### config.mk
export PLATFORM = sky130hd
export DESIGN_NAME = warp_issue_sched_flat
export DESIGN_NICKNAME = d
export VERILOG_FILES = /design/src/rtl/warp_issue_sched_pkg.sv /design/src/rtl/warp_issue_sched_if.sv /design/src/rtl/warp_scoreboard.sv /design/src/rtl/warp_issue_sched.sv /design/src/flat_wrapper.sv
export SDC_FILE = /design/constraint.sdc
export NUM_CORES = 1
export LEC_CHECK = 0
export BUFFER_PORTS_ARGS = -buffer_cell sky130_fd_sc_hd__buf_2
export CORE_ASPECT_RATIO = 0.7
export CORE_MARGIN = 4
export CORE_UTILIZATION = 35
export DETAILED_ROUTE_END_ITERATION = 10
export MAX_ROUTING_LAYER = met4
export PLACE_DENSITY_LB_ADDON = 0.1
export SLEW_MARGIN = 20
export SYNTH_ARGS = -nofsm -noshare
export SYNTH_HDL_FRONTEND = slang
export SYNTH_SLANG_ARGS = --single-unit
### constraint.sdc
create_clock -name i_clk -period 5.25 [get_ports i_clk]
set_clock_uncertainty 0.15 [all_clocks]
set_input_delay 0.7875 -clock i_clk [delete_from_list [all_inputs] [get_ports i_clk]]
set_output_delay 0.7875 -clock i_clk [all_outputs]
set_load 0.02 [all_outputs]
### src/rtl/warp_issue_sched_pkg.sv
// Shared encodings for the warp issue scheduler: instruction classes, buffer
// FSM states and bundle-level helpers.
package warp_issue_sched_pkg;

  localparam int NUM_SLOTS = 2;

  typedef enum logic [1:0] {
    CLASS_ARITH = 2'd0,
    CLASS_LOGIC = 2'd1,
    CLASS_SHIFT = 2'd2,
    CLASS_NOP   = 2'd3
  } class_e;

  typedef enum logic [1:0] {
    ST_EMPTY = 2'd0,
    ST_FULL  = 2'd1,
    ST_PART  = 2'd2
  } state_e;

  // A NOP never produces a result, whatever its wen bit says.
  function automatic logic is_writer(input class_e cls, input logic wen);
    return wen && (cls != CLASS_NOP);
  endfunction

endpackage

### src/rtl/warp_issue_sched_if.sv
// Bundle, flush, writeback and pipe-select lanes of the warp issue scheduler.
// The scheduler connects through the slave modport, its driver through master.
interface warp_issue_sched_if #(
  parameter int REG_ADDR_W = 5
);
  logic                       i_input_valid;
  logic                       o_input_ready;
  logic [1:0]                 i_slot0_class, i_slot1_class;
  logic [REG_ADDR_W-1:0]      i_slot0_rd, i_slot0_rs1, i_slot0_rs2;
  logic [REG_ADDR_W-1:0]      i_slot1_rd, i_slot1_rs1, i_slot1_rs2;
  logic                       i_slot0_wen, i_slot1_wen;
  logic                       i_flush;
  logic                       i_wb0_valid, i_wb1_valid;
  logic [REG_ADDR_W-1:0]      i_wb0_rd, i_wb1_rd;
  logic                       o_xarith0_valid, o_xarith1_valid, o_xlogic0_valid;
  logic                       o_xlogic1_valid, o_xshift_valid;
  logic                       o_xarith0_sel, o_xarith1_sel, o_xlogic0_sel;
  logic                       o_xlogic1_sel, o_xshift_sel;
  logic                       o_issue0, o_issue1;
  logic [2**REG_ADDR_W-1:0]   o_busy;

  modport master (
    output i_input_valid, i_slot0_class, i_slot1_class,
           i_slot0_rd, i_slot0_rs1, i_slot0_rs2, i_slot1_rd, i_slot1_rs1, i_slot1_rs2,
           i_slot0_wen, i_slot1_wen, i_flush, i_wb0_valid, i_wb1_valid, i_wb0_rd, i_wb1_rd,
    input  o_input_ready, o_xarith0_valid, o_xarith1_valid, o_xlogic0_valid,
           o_xlogic1_valid, o_xshift_valid, o_xarith0_sel, o_xarith1_sel, o_xlogic0_sel,
           o_xlogic1_sel, o_xshift_sel, o_issue0, o_issue1, o_busy
  );

  modport slave (
    input  i_input_valid, i_slot0_class, i_slot1_class,
           i_slot0_rd, i_slot0_rs1, i_slot0_rs2, i_slot1_rd, i_slot1_rs1, i_slot1_rs2,
           i_slot0_wen, i_slot1_wen, i_flush, i_wb0_valid, i_wb1_valid, i_wb0_rd, i_wb1_rd,
    output o_input_ready, o_xarith0_valid, o_xarith1_valid, o_xlogic0_valid,
           o_xlogic1_valid, o_xshift_valid, o_xarith0_sel, o_xarith1_sel, o_xlogic0_sel,
           o_xlogic1_sel, o_xshift_sel, o_issue0, o_issue1, o_busy
  );
endinterface

### src/rtl/warp_scoreboard.sv
// Register busy vector: one set mask from issue, two writeback clear ports.
// A set beats a clear of the same register; register 0 is never busy.
module warp_scoreboard
  import warp_issue_sched_pkg::*;
#(
  parameter int REG_ADDR_W = 5
) (
  input  logic                      i_clk,
  input  logic                      i_rst_n,
  input  logic [2**REG_ADDR_W-1:0]  i_set_mask,
  input  logic                      i_clr0_valid,
  input  logic [REG_ADDR_W-1:0]     i_clr0_idx,
  input  logic                      i_clr1_valid,
  input  logic [REG_ADDR_W-1:0]     i_clr1_idx,
  output logic [2**REG_ADDR_W-1:0]  o_busy
);
  localparam int NREG = 2**REG_ADDR_W;
  localparam logic [NREG-1:0] ONE = NREG'(1);

  logic [NREG-1:0] busy_q, busy_d, clr_mask_s, merged_s;

  assign clr_mask_s = ({NREG{i_clr0_valid}} & (ONE << i_clr0_idx)) |
                      ({NREG{i_clr1_valid}} & (ONE << i_clr1_idx));
  assign merged_s   = (busy_q & ~clr_mask_s) | i_set_mask;
  assign busy_d     = {merged_s[NREG-1:1], 1'b0};
  assign o_busy     = busy_q;

  // Busy vector register.
  always_ff @(posedge i_clk) begin
    if (!i_rst_n) begin
      busy_q <= '0;
    end else begin
      busy_q <= busy_d;
    end
  end
endmodule

### src/rtl/warp_issue_sched.sv
// In-order dual-issue scheduler: one buffered two-slot bundle, scoreboard
// hazard checks and pipe steering. Define WARP_ISSUE_STATS_EN for counters.
module warp_issue_sched
  import warp_issue_sched_pkg::*;
#(
  parameter int REG_ADDR_W = 5,
  parameter int STAT_W     = 32
) (
  input  logic              i_clk,
  input  logic              i_rst_n,
  warp_issue_sched_if.slave bus
`ifdef WARP_ISSUE_STATS_EN
  ,
  output logic [STAT_W-1:0] o_stat_issued,
  output logic [STAT_W-1:0] o_stat_raw_stall,
  output logic [STAT_W-1:0] o_stat_struct_stall
`endif
);
  localparam int NREG = 2**REG_ADDR_W;
  localparam logic [NREG-1:0] ONE = NREG'(1);

  state_e                                state_q;
  class_e                                cls_q [NUM_SLOTS];
  logic [NUM_SLOTS-1:0][REG_ADDR_W-1:0]  rd_q, rs1_q, rs2_q;
  logic [NUM_SLOTS-1:0]                  wen_q;

  logic [NREG-1:0] busy_s, set_mask_s;
  logic [1:0]      hz_s;
  logic            dep_s, shconf_s, issue0_s, issue1_s, ready_s, accept_s, pair_s;

  // Per-slot RAW/WAW check against the registered scoreboard.
  always_comb begin
    hz_s = 2'b00;
    for (int s = 0; s < NUM_SLOTS; s++) begin
      hz_s[s] = (cls_q[s] != CLASS_NOP) &&
                (busy_s[rs1_q[s]] || busy_s[rs2_q[s]] || (wen_q[s] && busy_s[rd_q[s]]));
    end
  end

  assign dep_s    = is_writer(cls_q[0], wen_q[0]) && (rd_q[0] != '0) && (cls_q[1] != CLASS_NOP) &&
                    ((rs1_q[1] == rd_q[0]) || (rs2_q[1] == rd_q[0]));
  assign shconf_s = (cls_q[0] == CLASS_SHIFT) && (cls_q[1] == CLASS_SHIFT);
  assign issue0_s = (state_q == ST_FULL) && !bus.i_flush && !hz_s[0];
  assign issue1_s = !bus.i_flush && !hz_s[1] &&
                    ((state_q == ST_PART) || (issue0_s && !dep_s && !shconf_s));
  assign ready_s  = !bus.i_flush && ((state_q == ST_EMPTY) ||
                    ((state_q == ST_FULL) && issue0_s && issue1_s) ||
                    ((state_q == ST_PART) && issue1_s));
  assign accept_s = bus.i_input_valid && ready_s;

  // Slot1 takes the second pipe of a class only when slot0 holds the first.
  assign pair_s = issue0_s && (cls_q[0] == cls_q[1]);

  assign bus.o_xarith0_valid = (issue0_s && cls_q[0] == CLASS_ARITH) ||
                               (issue1_s && cls_q[1] == CLASS_ARITH && !pair_s);
  assign bus.o_xarith0_sel   = issue1_s && cls_q[1] == CLASS_ARITH && !pair_s;
  assign bus.o_xarith1_valid = issue1_s && cls_q[1] == CLASS_ARITH && pair_s;
  assign bus.o_xarith1_sel   = bus.o_xarith1_valid;
  assign bus.o_xlogic0_valid = (issue0_s && cls_q[0] == CLASS_LOGIC) ||
                               (issue1_s && cls_q[1] == CLASS_LOGIC && !pair_s);
  assign bus.o_xlogic0_sel   = issue1_s && cls_q[1] == CLASS_LOGIC && !pair_s;
  assign bus.o_xlogic1_valid = issue1_s && cls_q[1] == CLASS_LOGIC && pair_s;
  assign bus.o_xlogic1_sel   = bus.o_xlogic1_valid;
  assign bus.o_xshift_valid  = (issue0_s && cls_q[0] == CLASS_SHIFT) ||
                               (issue1_s && cls_q[1] == CLASS_SHIFT);
  assign bus.o_xshift_sel    = issue1_s && cls_q[1] == CLASS_SHIFT;
  assign bus.o_issue0        = issue0_s;
  assign bus.o_issue1        = issue1_s;
  assign bus.o_input_ready   = ready_s;
  assign bus.o_busy          = busy_s;

  assign set_mask_s = ({NREG{issue0_s && is_writer(cls_q[0], wen_q[0])}} & (ONE << rd_q[0])) |
                      ({NREG{issue1_s && is_writer(cls_q[1], wen_q[1])}} & (ONE << rd_q[1]));

  warp_scoreboard #(.REG_ADDR_W(REG_ADDR_W)) u_sb (
    .i_clk        (i_clk),
    .i_rst_n      (i_rst_n),
    .i_set_mask   (set_mask_s),
    .i_clr0_valid (bus.i_wb0_valid),
    .i_clr0_idx   (bus.i_wb0_rd),
    .i_clr1_valid (bus.i_wb1_valid),
    .i_clr1_idx   (bus.i_wb1_rd),
    .o_busy       (busy_s)
  );

  // Buffer FSM: flush beats everything, an accept can refill a draining bundle.
  always_ff @(posedge i_clk) begin
    if (!i_rst_n) begin
      state_q <= ST_EMPTY;
    end else if (bus.i_flush) begin
      state_q <= ST_EMPTY;
    end else begin
      case (state_q)
        ST_EMPTY: if (accept_s) state_q <= ST_FULL;
        ST_FULL: begin
          if (issue0_s && issue1_s) state_q <= accept_s ? ST_FULL : ST_EMPTY;
          else if (issue0_s)        state_q <= ST_PART;
        end
        ST_PART:  if (issue1_s) state_q <= accept_s ? ST_FULL : ST_EMPTY;
        default:  state_q <= ST_EMPTY;
      endcase
    end
  end

  // Bundle capture on accept.
  always_ff @(posedge i_clk) begin
    if (accept_s) begin
      cls_q[0] <= class_e'(bus.i_slot0_class);
      cls_q[1] <= class_e'(bus.i_slot1_class);
      rd_q     <= {bus.i_slot1_rd,  bus.i_slot0_rd};
      rs1_q    <= {bus.i_slot1_rs1, bus.i_slot0_rs1};
      rs2_q    <= {bus.i_slot1_rs2, bus.i_slot0_rs2};
      wen_q    <= {bus.i_slot1_wen, bus.i_slot0_wen};
    end
  end

`ifdef WARP_ISSUE_STATS_EN
  logic raw_stall_s, struct_stall_s;
  assign raw_stall_s    = !bus.i_flush && (((state_q == ST_FULL) && (hz_s != 2'b00)) ||
                                           ((state_q == ST_PART) && hz_s[1]));
  assign struct_stall_s = !bus.i_flush && (state_q == ST_FULL) && issue0_s && (dep_s || shconf_s);

  // Performance counters, wrapping.
  always_ff @(posedge i_clk) begin
    if (!i_rst_n) begin
      o_stat_issued       <= '0;
      o_stat_raw_stall    <= '0;
      o_stat_struct_stall <= '0;
    end else begin
      o_stat_issued       <= o_stat_issued + STAT_W'(issue0_s) + STAT_W'(issue1_s);
      o_stat_raw_stall    <= o_stat_raw_stall + STAT_W'(raw_stall_s);
      o_stat_struct_stall <= o_stat_struct_stall + STAT_W'(struct_stall_s);
    end
  end
`endif
endmodule

### src/flat_wrapper.sv
// flat-port wrapper written by rule: the top's interface ports become plain ports
module warp_issue_sched_flat import warp_issue_sched_pkg::*;
#(
  parameter int REG_ADDR_W = 5,
  parameter int STAT_W     = 32
)
  (i_clk, i_rst_n, bus_i_input_valid, bus_i_slot0_class, bus_i_slot1_class, bus_i_slot0_rd, bus_i_slot0_rs1, bus_i_slot0_rs2, bus_i_slot1_rd, bus_i_slot1_rs1, bus_i_slot1_rs2, bus_i_slot0_wen, bus_i_slot1_wen, bus_i_flush, bus_i_wb0_valid, bus_i_wb1_valid, bus_i_wb0_rd, bus_i_wb1_rd, bus_o_input_ready, bus_o_xarith0_valid, bus_o_xarith1_valid, bus_o_xlogic0_valid, bus_o_xlogic1_valid, bus_o_xshift_valid, bus_o_xarith0_sel, bus_o_xarith1_sel, bus_o_xlogic0_sel, bus_o_xlogic1_sel, bus_o_xshift_sel, bus_o_issue0, bus_o_issue1, bus_o_busy);
  warp_issue_sched_if #(.REG_ADDR_W(REG_ADDR_W)) bus_i ();
  input  logic i_clk;
  input  logic i_rst_n;
  input wire logic [$bits(bus_i.i_input_valid)-1:0] bus_i_input_valid;
  input wire logic [$bits(bus_i.i_slot0_class)-1:0] bus_i_slot0_class;
  input wire logic [$bits(bus_i.i_slot1_class)-1:0] bus_i_slot1_class;
  input wire logic [$bits(bus_i.i_slot0_rd)-1:0] bus_i_slot0_rd;
  input wire logic [$bits(bus_i.i_slot0_rs1)-1:0] bus_i_slot0_rs1;
  input wire logic [$bits(bus_i.i_slot0_rs2)-1:0] bus_i_slot0_rs2;
  input wire logic [$bits(bus_i.i_slot1_rd)-1:0] bus_i_slot1_rd;
  input wire logic [$bits(bus_i.i_slot1_rs1)-1:0] bus_i_slot1_rs1;
  input wire logic [$bits(bus_i.i_slot1_rs2)-1:0] bus_i_slot1_rs2;
  input wire logic [$bits(bus_i.i_slot0_wen)-1:0] bus_i_slot0_wen;
  input wire logic [$bits(bus_i.i_slot1_wen)-1:0] bus_i_slot1_wen;
  input wire logic [$bits(bus_i.i_flush)-1:0] bus_i_flush;
  input wire logic [$bits(bus_i.i_wb0_valid)-1:0] bus_i_wb0_valid;
  input wire logic [$bits(bus_i.i_wb1_valid)-1:0] bus_i_wb1_valid;
  input wire logic [$bits(bus_i.i_wb0_rd)-1:0] bus_i_wb0_rd;
  input wire logic [$bits(bus_i.i_wb1_rd)-1:0] bus_i_wb1_rd;
  output wire logic [$bits(bus_i.o_input_ready)-1:0] bus_o_input_ready;
  output wire logic [$bits(bus_i.o_xarith0_valid)-1:0] bus_o_xarith0_valid;
  output wire logic [$bits(bus_i.o_xarith1_valid)-1:0] bus_o_xarith1_valid;
  output wire logic [$bits(bus_i.o_xlogic0_valid)-1:0] bus_o_xlogic0_valid;
  output wire logic [$bits(bus_i.o_xlogic1_valid)-1:0] bus_o_xlogic1_valid;
  output wire logic [$bits(bus_i.o_xshift_valid)-1:0] bus_o_xshift_valid;
  output wire logic [$bits(bus_i.o_xarith0_sel)-1:0] bus_o_xarith0_sel;
  output wire logic [$bits(bus_i.o_xarith1_sel)-1:0] bus_o_xarith1_sel;
  output wire logic [$bits(bus_i.o_xlogic0_sel)-1:0] bus_o_xlogic0_sel;
  output wire logic [$bits(bus_i.o_xlogic1_sel)-1:0] bus_o_xlogic1_sel;
  output wire logic [$bits(bus_i.o_xshift_sel)-1:0] bus_o_xshift_sel;
  output wire logic [$bits(bus_i.o_issue0)-1:0] bus_o_issue0;
  output wire logic [$bits(bus_i.o_issue1)-1:0] bus_o_issue1;
  output wire logic [$bits(bus_i.o_busy)-1:0] bus_o_busy;
  assign bus_i.i_input_valid = bus_i_input_valid;
  assign bus_i.i_slot0_class = bus_i_slot0_class;
  assign bus_i.i_slot1_class = bus_i_slot1_class;
  assign bus_i.i_slot0_rd = bus_i_slot0_rd;
  assign bus_i.i_slot0_rs1 = bus_i_slot0_rs1;
  assign bus_i.i_slot0_rs2 = bus_i_slot0_rs2;
  assign bus_i.i_slot1_rd = bus_i_slot1_rd;
  assign bus_i.i_slot1_rs1 = bus_i_slot1_rs1;
  assign bus_i.i_slot1_rs2 = bus_i_slot1_rs2;
  assign bus_i.i_slot0_wen = bus_i_slot0_wen;
  assign bus_i.i_slot1_wen = bus_i_slot1_wen;
  assign bus_i.i_flush = bus_i_flush;
  assign bus_i.i_wb0_valid = bus_i_wb0_valid;
  assign bus_i.i_wb1_valid = bus_i_wb1_valid;
  assign bus_i.i_wb0_rd = bus_i_wb0_rd;
  assign bus_i.i_wb1_rd = bus_i_wb1_rd;
  assign bus_o_input_ready = bus_i.o_input_ready;
  assign bus_o_xarith0_valid = bus_i.o_xarith0_valid;
  assign bus_o_xarith1_valid = bus_i.o_xarith1_valid;
  assign bus_o_xlogic0_valid = bus_i.o_xlogic0_valid;
  assign bus_o_xlogic1_valid = bus_i.o_xlogic1_valid;
  assign bus_o_xshift_valid = bus_i.o_xshift_valid;
  assign bus_o_xarith0_sel = bus_i.o_xarith0_sel;
  assign bus_o_xarith1_sel = bus_i.o_xarith1_sel;
  assign bus_o_xlogic0_sel = bus_i.o_xlogic0_sel;
  assign bus_o_xlogic1_sel = bus_i.o_xlogic1_sel;
  assign bus_o_xshift_sel = bus_i.o_xshift_sel;
  assign bus_o_issue0 = bus_i.o_issue0;
  assign bus_o_issue1 = bus_i.o_issue1;
  assign bus_o_busy = bus_i.o_busy;
  warp_issue_sched #(.REG_ADDR_W(REG_ADDR_W), .STAT_W(STAT_W)) u_core (.i_clk(i_clk), .i_rst_n(i_rst_n), .bus(bus_i));
endmodule
# Yosys cells after proc, flatten, opt, wreduce, memory -nomap -nowiden
# Memories as Yosys holds them, arrays and structs flattened.
# Cells that the tools add are included.
# op_classes
reduce_logical,58
order_cmp,6
mux,20
bitwise_logic,10
eq_ne,14
shifts,4
# ops
cell,count
32-bit AND,5
1-bit by 5-bit left shift with 32-bit output (first input constant),4
32-bit bitwise OR,3
5-bit by 6-bit less-than comparator with 1-bit output (second input constant),6
1-bit logical AND,35
32-bit NOT,1
1-bit binary-select mux with 5-bit select,6
1-bit logical OR,11
5-bit == test,2
1-bit two-way mux,9
2-bit two-way mux,4
2-bit by 1-bit == test with 1-bit output (second input constant),3
2-bit == test (second input constant),3
1-bit logical NOT,6
2-bit logical NOT,3
2-bit case mux with 3 select lines,1
5-bit nonzero test,1
2-bit by 1-bit inequality test with 1-bit output (second input constant),2
2-bit inequality test (second input constant),2
3-bit by 2-bit inequality test with 1-bit output (second input constant),1
3-bit AND reduction,1
2-bit == test,1
2-bit OR reduction,1
1-bit NOT,1
# word_totals
out_inout_bits,45
inputBits,52
reg_bits,66
n_memories,1
mem_bits_rw,4
elab_cells,123
# mem_list
memory,depth,word_bits,rd,rd_clocked_by_memory_dff,write_ports,line,rtl
u_core.cls_q,2,2,2,0,2,warp_issue_sched.sv:23,class_e cls_q [NUM_SLOTS];

# Logic depth before layout (Yosys ltp)
# Gate-level depths: netlist of run 1.
# logic_depth
word_depth,19
depth_mapped,13
mapped_depth_nobuf,9

# Cells and area by module
# Synthesis of run 1 repeated with hierarchy kept, for this count alone.
# hier_totals
cells_unflattened,503
hier_area_um2,5469.0
# by_module_without_submodules
module,instances,cells_each,seq_area_each_um2,area_each_um2
warp_issue_sched,1,356,1121.1,3885.0
warp_scoreboard,1,147,620.6,1584.0

# Least setup slack after synthesis of run 1
# No wires, ideal clock.
# synth_path
path_kind,register -> register
start,reg u_core.rs1_q[0] in the netlist's numbering
end,mem u_core.cls_q[0][0] in the netlist's numbering (enable)
setup_slack_ps,-294
n_path_buf,1
arrival_time_ps,4909
path_stages_with_launch,10
setup_ps,485
path_cell_list,edfxtp_1 buf_2 mux4_2 a221oi_1 nor2_1 nand4b_1 and2_1 inv_1 nand3_1 a21boi_0
# synth_rtl
item,line,rtl
"start, declared",warp_issue_sched.sv:24,"logic [NUM_SLOTS-1:0][REG_ADDR_W-1:0] rd_q, rs1_q, rs2_q;"
"start signal, assigned",warp_issue_sched.sv:111,"rs1_q <= {bus.i_slot1_rs1, bus.i_slot0_rs1};"
"end, declared",warp_issue_sched.sv:23,

# Final worst setup path of run 1
# layout_path
start,reg u_core.rs1_q[7] in the netlist's numbering
end,out bus_o_xlogic1_valid
# layout_via
elab_chain_cells,10
# layout_rtl
item,line,rtl
1-bit binary-select mux with 5-bit select or 5-bit == test (tied branches),"warp_issue_sched.sv:36, warp_issue_sched.sv:41",
1-bit two-way mux (not written as such) or 1-bit logical OR (tied branches),"warp_issue_sched.sv:36, warp_issue_sched.sv:41",
1-bit logical OR or 1-bit logical AND (tied branches),"warp_issue_sched.sv:36, warp_issue_sched.sv:40",
1-bit logical OR or 1-bit logical NOT (tied branches),"warp_issue_sched.sv:36, warp_issue_sched.sv:45",
1-bit logical AND (on tied branches),"warp_issue_sched.sv:35, warp_issue_sched.sv:45",
1-bit logical NOT or 1-bit logical AND (tied branches),"warp_issue_sched.sv:44, warp_issue_sched.sv:45",
1-bit logical AND or 1-bit logical OR (tied branches),"warp_issue_sched.sv:44, warp_issue_sched.sv:45",
1-bit logical AND *,warp_issue_sched.sv:44,assign issue1_s = !bus.i_flush && !hz_s[1] &&
1-bit logical AND * (2 in series),warp_issue_sched.sv:62,assign bus.o_xlogic1_valid = issue1_s && cls_q[1] == CLASS_LOGIC && pair_s;
"end, declared",flat_wrapper.sv:31,output wire logic [$bits(bus_i.o_xlogic1_valid)-1:0] bus_o_xlogic1_valid;
# Mark *: on every way between the ends. The rest lies on a longest branch, timed or not. The select of a mux whose other input is x is not followed.

==> results of run 1 <==
[kinds of logic (layout without fill, tap and decap cells)]
family                    count (synthesis)  in the layout  share of synthesized area (%)
AOI/OAI and AO/OA                       144            144                          19.99
xor gates and xnor gates                 10             10                          1.688
buffers and inverters                    61            126                          5.088
DFF                                      69             69                          33.57
muxes                                    65             65                          20.33
other                                     1              1                        0.07227
and+or+nand+nor                         195            195                          19.27
[through the flow]
step	power [µW]	hold slack, ns	area, µm²	setup slack, ns
floorplan	763.3	0.3940	5189	0.6872
global placement	820.0	0.4327	5717	1.288
detailed placement	823.0	0.4572	5717	1.157
CTS	1388	0.4647	5991	0.7882
global route	1442	0.4629	5991	0.5388
finish	1382	0.4645	5991	0.8049
[critical path, stage by stage, from the launching register on]
cell and delay, ns:
edfxtp_1 0.74, mux4_2 0.59, mux2i_1 0.16, nor3b_1 0.07
a31oi_1 0.16, a32oi_1 0.18, a2111oi_4 0.53, o21ai_2 0.25
nor3_1 0.29, buf_2 0.21
[power groups by stage]
stage,Combinational [µW],Clock (µW),Sequential [µW]
final,168,566,648
after global routing,183,606,653
after CTS,166,575,647
after detailed placement,165,0,658
after global placement,163,0,657
after floorplan,149,0,614
[cell usage in the layout (no fill, tap or decap), drive strengths merged, types with 4 or more instances in the layout]
| cell type | count |
|---|---|
| o21ai | 11 |
| nand3 | 18 |
| o22ai | 18 |
| nor3b | 5 |
| a221oi | 5 |
| inv | 14 |
| a32oi | 9 |
| nor3 | 18 |
| nor2b | 6 |
| nand2 | 50 |
| xnor2 | 4 |
| or3b | 5 |
| a21oi | 25 |
| a31oi | 8 |
| o31ai | 27 |
| dfxtp | 33 |
| mux2i | 30 |
| o41ai | 4 |
| xor2 | 6 |
| nor2 | 46 |
| edfxtp | 36 |
| o22a | 8 |
| o211ai | 4 |
| mux4 | 32 |
| nand4 | 4 |
| clkbuf | 9 |
| nand3b | 17 |
| nor4 | 7 |
| buf | 98 |
[worst min path at each step]
stage,startpoint,endpoint,slack [ns]
finish,u_core.state_q[0],u_core.state_q[0],0.46
global route,bus_i_slot0_class[0],u_core.cls_q[0][0],0.46
CTS,u_core.state_q[0],u_core.state_q[0],0.46
detailed placement,u_core.state_q[0],u_core.state_q[0],0.46
global placement,u_core.state_q[0],u_core.state_q[0],0.43
floorplan,u_core.state_q[0],u_core.state_q[0],0.39
[sequential cells by signal, indices dropped and copies added, names as in the netlist]
signal,count
u_core.rd_q,10
u_core.u_sb.o_busy,31
u_core.rs1_q,10
u_core.rs2_q,10
u_core.state_q,2
u_core.wen_q,2
u_core.cls_q,4
[layer usage]
metal	part of all wire (%)	vias to the layer above	track usage, %
li1	-	2272	-
met1	46	2473	36.02
met2	41	316	33.43
met3	11	34	5.232
met4	2.1	0	5.734
met5	0	-	-
[cell type report]
type	instances	area, µm²	share of cell area [%]
clock buffer	9	225.2	3.759
clock inverter	7	48.80	0.8145
inverter	12	45.04	0.7519
multi-input combinational	415	3194	53.32
sequential	69	1742	29.07
tap	190	237.7	3.968
timing repair buffer	98	498.0	8.312
==> summary.md, run 1 <==
| Metric | Value |
|---|---|
| Status | `finished, final reports clean` |
| Yosys Warn Count | `0` |
| Sequential power share | `46.9%` |
| Slew Viols, Final | `0` |
| Final min period | `4.445 ns` |
| Area share of the largest cell type after synthesis | `20.83%` |
| Die Width | `153.5 µm` |
| Combinational power share | `12.1%` |
| CTS root buffer | `clkbuf_16` |
| Final wirelength | `20.02 mm` |
| Post-synth top area cell | `edfxtp_1` |
| Vias in the first global route | `4719` |
| Max clock buf depth | `2` |
| Worst hold stages | `2` |
| Dominant synthesized flop cell | `edfxtp_1` |
| EDFF count, synth | `36` |
| Vias | `5095` |
| WL per Instance | `25.02 µm` |
| Std-Cell Rows | `36` |
| WP data required | `4.31 ns` |
| Mapped Area | `5189 µm²` |
| Crit Reg-Reg Startpoint | `u_core.rs1_q[7]` |
| Crit path max fanout | `14` |
| Largest net degree at the start of global routing | `37` |
| CP startpoint kind | `flop` |
| Setup total negative slack | `0 ns` |
| Area contributors post-synth | `edfxtp_1 21%, mux4_2 14%, dfxtp_1 13%` |
| IR drop worst, VDD | `0.1565 mV` |
| Class of the worst hold path | `reg2reg` |
| Post-synth top cells | `50 x nand2_1, 46 x nor2_1, 36 x edfxtp_1` |
| Crit Path Class | `reg2out` |
| Routability cong. | `0.9786` |
| CTS tree | `yes` |
| Vias per cell | `6.369` |
| Die area | `16870 µm²` |
| I/O pin total | `97` |
| Drt first pass iters | `6` |
| Leak | `0.002152 µW` |
| MaxCap Viol Count | `0` |
| Most frequent cell after synthesis | `nand2_1` |
| TritonCTS Sinks | `69` |
| Max Clk Rate | `0.2250 GHz` |
| Htree depth | `3` |
| Worst setup path end | `bus_o_xlogic1_valid` |
| R2r setup slk | `1.40 ns` |
| Final setup vio count | `0` |
| Syn Area/Cell | `9.521 µm²` |
| DRC | `0` |
| Cells after synthesis | `545` |
| Post-DP HPWL | `14.62 mm` |
| Int Pwr | `986.0 µW` |
| Initial antenna violation count | `0` |
| DRT iter0 DRCs | `816` |
| Layout cells sized above 1 | `26.07%` |
| Post-CTS sizing | `0` |
| Clk pwr share | `41.0%` |
| Die height | `109.9 µm` |
| N_diodes | `0` |
| Library cells used by synthesis | `60` |
| Total GRT Usage | `24.23%` |
| Placed Cells | `784` |
| Inserted Clock Buffers | `9` |
| Port Buffers | `95` |
| Final ANT Viol Nets | `0` |
| Unrepaired setup endpoints after global routing | `false` |
| Starting Density | `36.45%` |
| Core area | `14230 µm²` |
| Yosys reg bits | `69` |
| Power density over the cells | `230.7 nW/µm²` |
| Period utilization | `84.67%` |
| FF-to-FF End | `u_core.rs2_q[4]` |
| Clk_lat worst skew | `0.33 ns` |
| First-pass GRT wire length | `29.86 mm` |
| Util after Layout | `42.09%` |
| Ys async rst share | `0%` |
| Slew @ Worst Pin | `0.9108 ns` |
| Hold Vio Cnt, Final | `0` |
| Filler cells | `1429` |
| Sw Ratio | `28.65%` |
| Final nets | `657` |
| Critical Path Start | `u_core.rs1_q[7]` |
| NetSw | `395.8 µW` |
| Cts hold-fix bufs | `0` |
| Critical Path Sink Type | `primary output` |
| Congestion Overflow GR | `0` |
| Synth-to-Final Area Change | `15.46%` |
| Worst relative slew slack | `39.28%` |
| Synthesized Nets | `597` |
| Post-synthesis sequential area ratio | `33.57%` |
| Clk slew on worst S/H paths | `0.06 ns` |
| Worst Path Arrival | `3.51 ns` |
| Setup bufs post-CTS | `0` |
| Post-Layout Cell Count | `800` |
| R2r worst-path depth | `9` |
No activity file was read; power rests on OpenSTA's default activity.
==> run 2, diff against run 1 <==
Clock period 5.25 ns to 3.6 ns, I/O delays scaled along.
==> run 2 against run 1 <==
  * The run now ends with setup timing left
  * First-iteration DRC count down 20%
  * Global-route usage grew 1.7 points
  * Critical path type unchanged
  * Worst setup slack worse by 0.91 ns
  * Critical endpoint is now bus_o_xarith1_sel
==> summary.md, run 2 (same netlist as run 1, synthesis figures left out) <==
| Metric | Value |
|---|---|
| Starting Density | `36.45%` |
| Filler cells | `1362` |
| Max FFs per register | `31` |
| Final min period | `3.705 ns` |
| Largest stage delay on the critical path | `0.50 ns` |
| Commonest non-fill, non-tap cell in the layout | `buf_2` |
| Slew @ Worst Pin | `0.9733 ns` |
| TritonCTS Sinks | `69` |
| Clk slew on worst S/H paths | `0.06 ns` |
| Period utilization | `102.9%` |
| Slew Viols, Final | `0` |
| First-pass GRT wire length | `31.80 mm` |
| Max clock buf depth | `2` |
| Std-Cell Rows | `36` |
| Placed Cells | `831` |
| Power density over the cells | `327.8 nW/µm²` |
| Vias | `5403` |
| Final nets | `727` |
| Util after Layout | `48.43%` |
| Sw Ratio | `27.66%` |
| Total GRT Usage | `25.91%` |
| Final setup vio count | `10` |
| Synth-to-Final Area Change | `32.84%` |
| Crit Path Class | `reg2out` |
| NetSw | `625.1 µW` |
| Worst Path Arrival | `3.01 ns` |
| WL per Instance | `25.08 µm` |
| Most frequent cells in the layout | `85 x buf_2, 62 x buf_4, 49 x nand2_1` |
| Hold Vio Cnt, Final | `0` |
| Drt first pass iters | `5` |
| Die Width | `153.5 µm` |
| DRT iter0 DRCs | `652` |
| Worst hold slack | `0.2276 ns` |
| Htree depth | `3` |
| R2r setup slk | `0.11 ns` |
| Setup ws final | `-0.1046 ns` |
| Unrepaired setup endpoints after global routing | `true` |
| Inserted Clock Buffers | `9` |
| Clk pwr share | `43.8%` |
| Vias per cell | `6.210` |
| Post-Layout Cell Count | `870` |
| Final wirelength | `21.82 mm` |
| I/O pin total | `97` |
| Congestion Overflow GR | `0` |
| Max Clk Rate | `0.2699 GHz` |
| Failing checks | `setup timing` |
| CTS root buffer | `clkbuf_16` |
| Post-DP HPWL | `15.93 mm` |
| Crit path max fanout | `5` |
| CP startpoint kind | `flop` |
| Die area | `16870 µm²` |
| Most numerous cell on the critical path | `buf_6` |
| N_diodes | `0` |
| Status | `finished with violations` |
| Die height | `109.9 µm` |
| Sequential power share | `40.4%` |
| Routability cong. | `0.9372` |
| Vias in the first global route | `5103` |
| Worst path slowest cell | `mux4_2` |
| Class of the worst hold path | `in2reg` |
| Largest net degree at the start of global routing | `32` |
| Setup total negative slack | `-0.5185 ns` |
| CP Cell Sequence | `buf_6, mux4_2, mux2i_1, o2bb2ai_1, o32a_1, nand4b_1, buf_6, buf_8, or3_4, nor4_4, buf_4` |
| Core area | `14230 µm²` |
| Clk_lat worst skew | `0.33 ns` |
| DRC | `0` |
| Critical Path Sink Type | `primary output` |
| IR drop worst, VDD | `0.2571 mV` |
| Worst relative slew slack | `34.52%` |
| Leak | `0.002630 µW` |
| CTS tree | `yes` |
| Int Pwr | `1634 µW` |
| Combinational power share | `15.9%` |
| Port Buffers | `95` |
| Initial antenna violation count | `0` |
| Final ANT Viol Nets | `0` |
| MaxCap Viol Count | `0` |
| Layout cells sized above 1 | `38.38%` |
| WP data required | `2.91 ns` |
## run 2: layout make-up
type	instances	area [µm²]	area share (%)
clock buffer	9	225.2	3.267
multi-input combinational	415	3377	48.99
clock inverter	7	97.59	1.416
timing repair buffer	168	1161	16.85
inverter	12	45.04	0.6535
sequential	69	1749	25.38
tap	190	237.7	3.449
## run 2: final timing paths
| kind | startpoint | endpoint | cells past startpoint |
|---|---|---|---|
| worst min-delay path | bus_i_slot1_class[0] | u_core.cls_q[0][2] | 1 |
| worst max register to register | u_core.u_sb.o_busy[22] | u_core.u_sb.o_busy[5] | 12 |
| worst max-delay path | u_core.rd_q[0] | bus_o_xarith1_sel | 11 |
| worst min register to register | u_core.state_q[0] | u_core.state_q[0] | 2 |
## run 2: timing repair
action | 4_1_cts | 5_1_grt
gates cloned | 1 | 0
pin swaps | 11 | 11
endpoints found under the hold margin | 0 | 0
hold buffers | 0 | 0
buffers inserted | 12 | 12
endpoints found under the setup margin | 13 | 18
resized for setup | 32 | 35
## run 2: power groups by stage
stage | Combinational (µW) | Sequential, µW | Clock (µW)
2_1_floorplan | 221 | 895 | 0
3_3_place_gp | 304 | 926 | 0
3_5_place_dp | 308 | 927 | 0
4_1_cts | 334 | 911 | 1000
5_1_grt | 383 | 916 | 1050
6_report | 358 | 912 | 989
## run 2: critical path, delay by kind of cell, from the launching register on
kind | cells | cell delay (ns)
buf+inv | 4 | 0.62
mux | 2 | 0.66
simple gates | 3 | 0.71
flops | 1 | 0.38
compound gates | 2 | 0.30
## run 2: routing by layer
layer / part of all wire [%] / vias up / track usage, %
met2: 43 / 346 / 37.21
li1: - / 2402 / -
met5: 0 / - / -
met4: 1.2 / 0 / 5.545
met1: 44 / 2627 / 37.19
met3: 12 / 28 / 6.255
## run 2: through the flow
step	setup WS (ns)	total power, µW	cell area (µm²)
finish	-0.1046	2260	6893
global route	-0.2195	2345	6893
CTS	-0.1310	2251	6719
detailed placement	-0.07102	1235	6156
global placement	0.02558	1230	6156
floorplan	0.006382	1116	5236
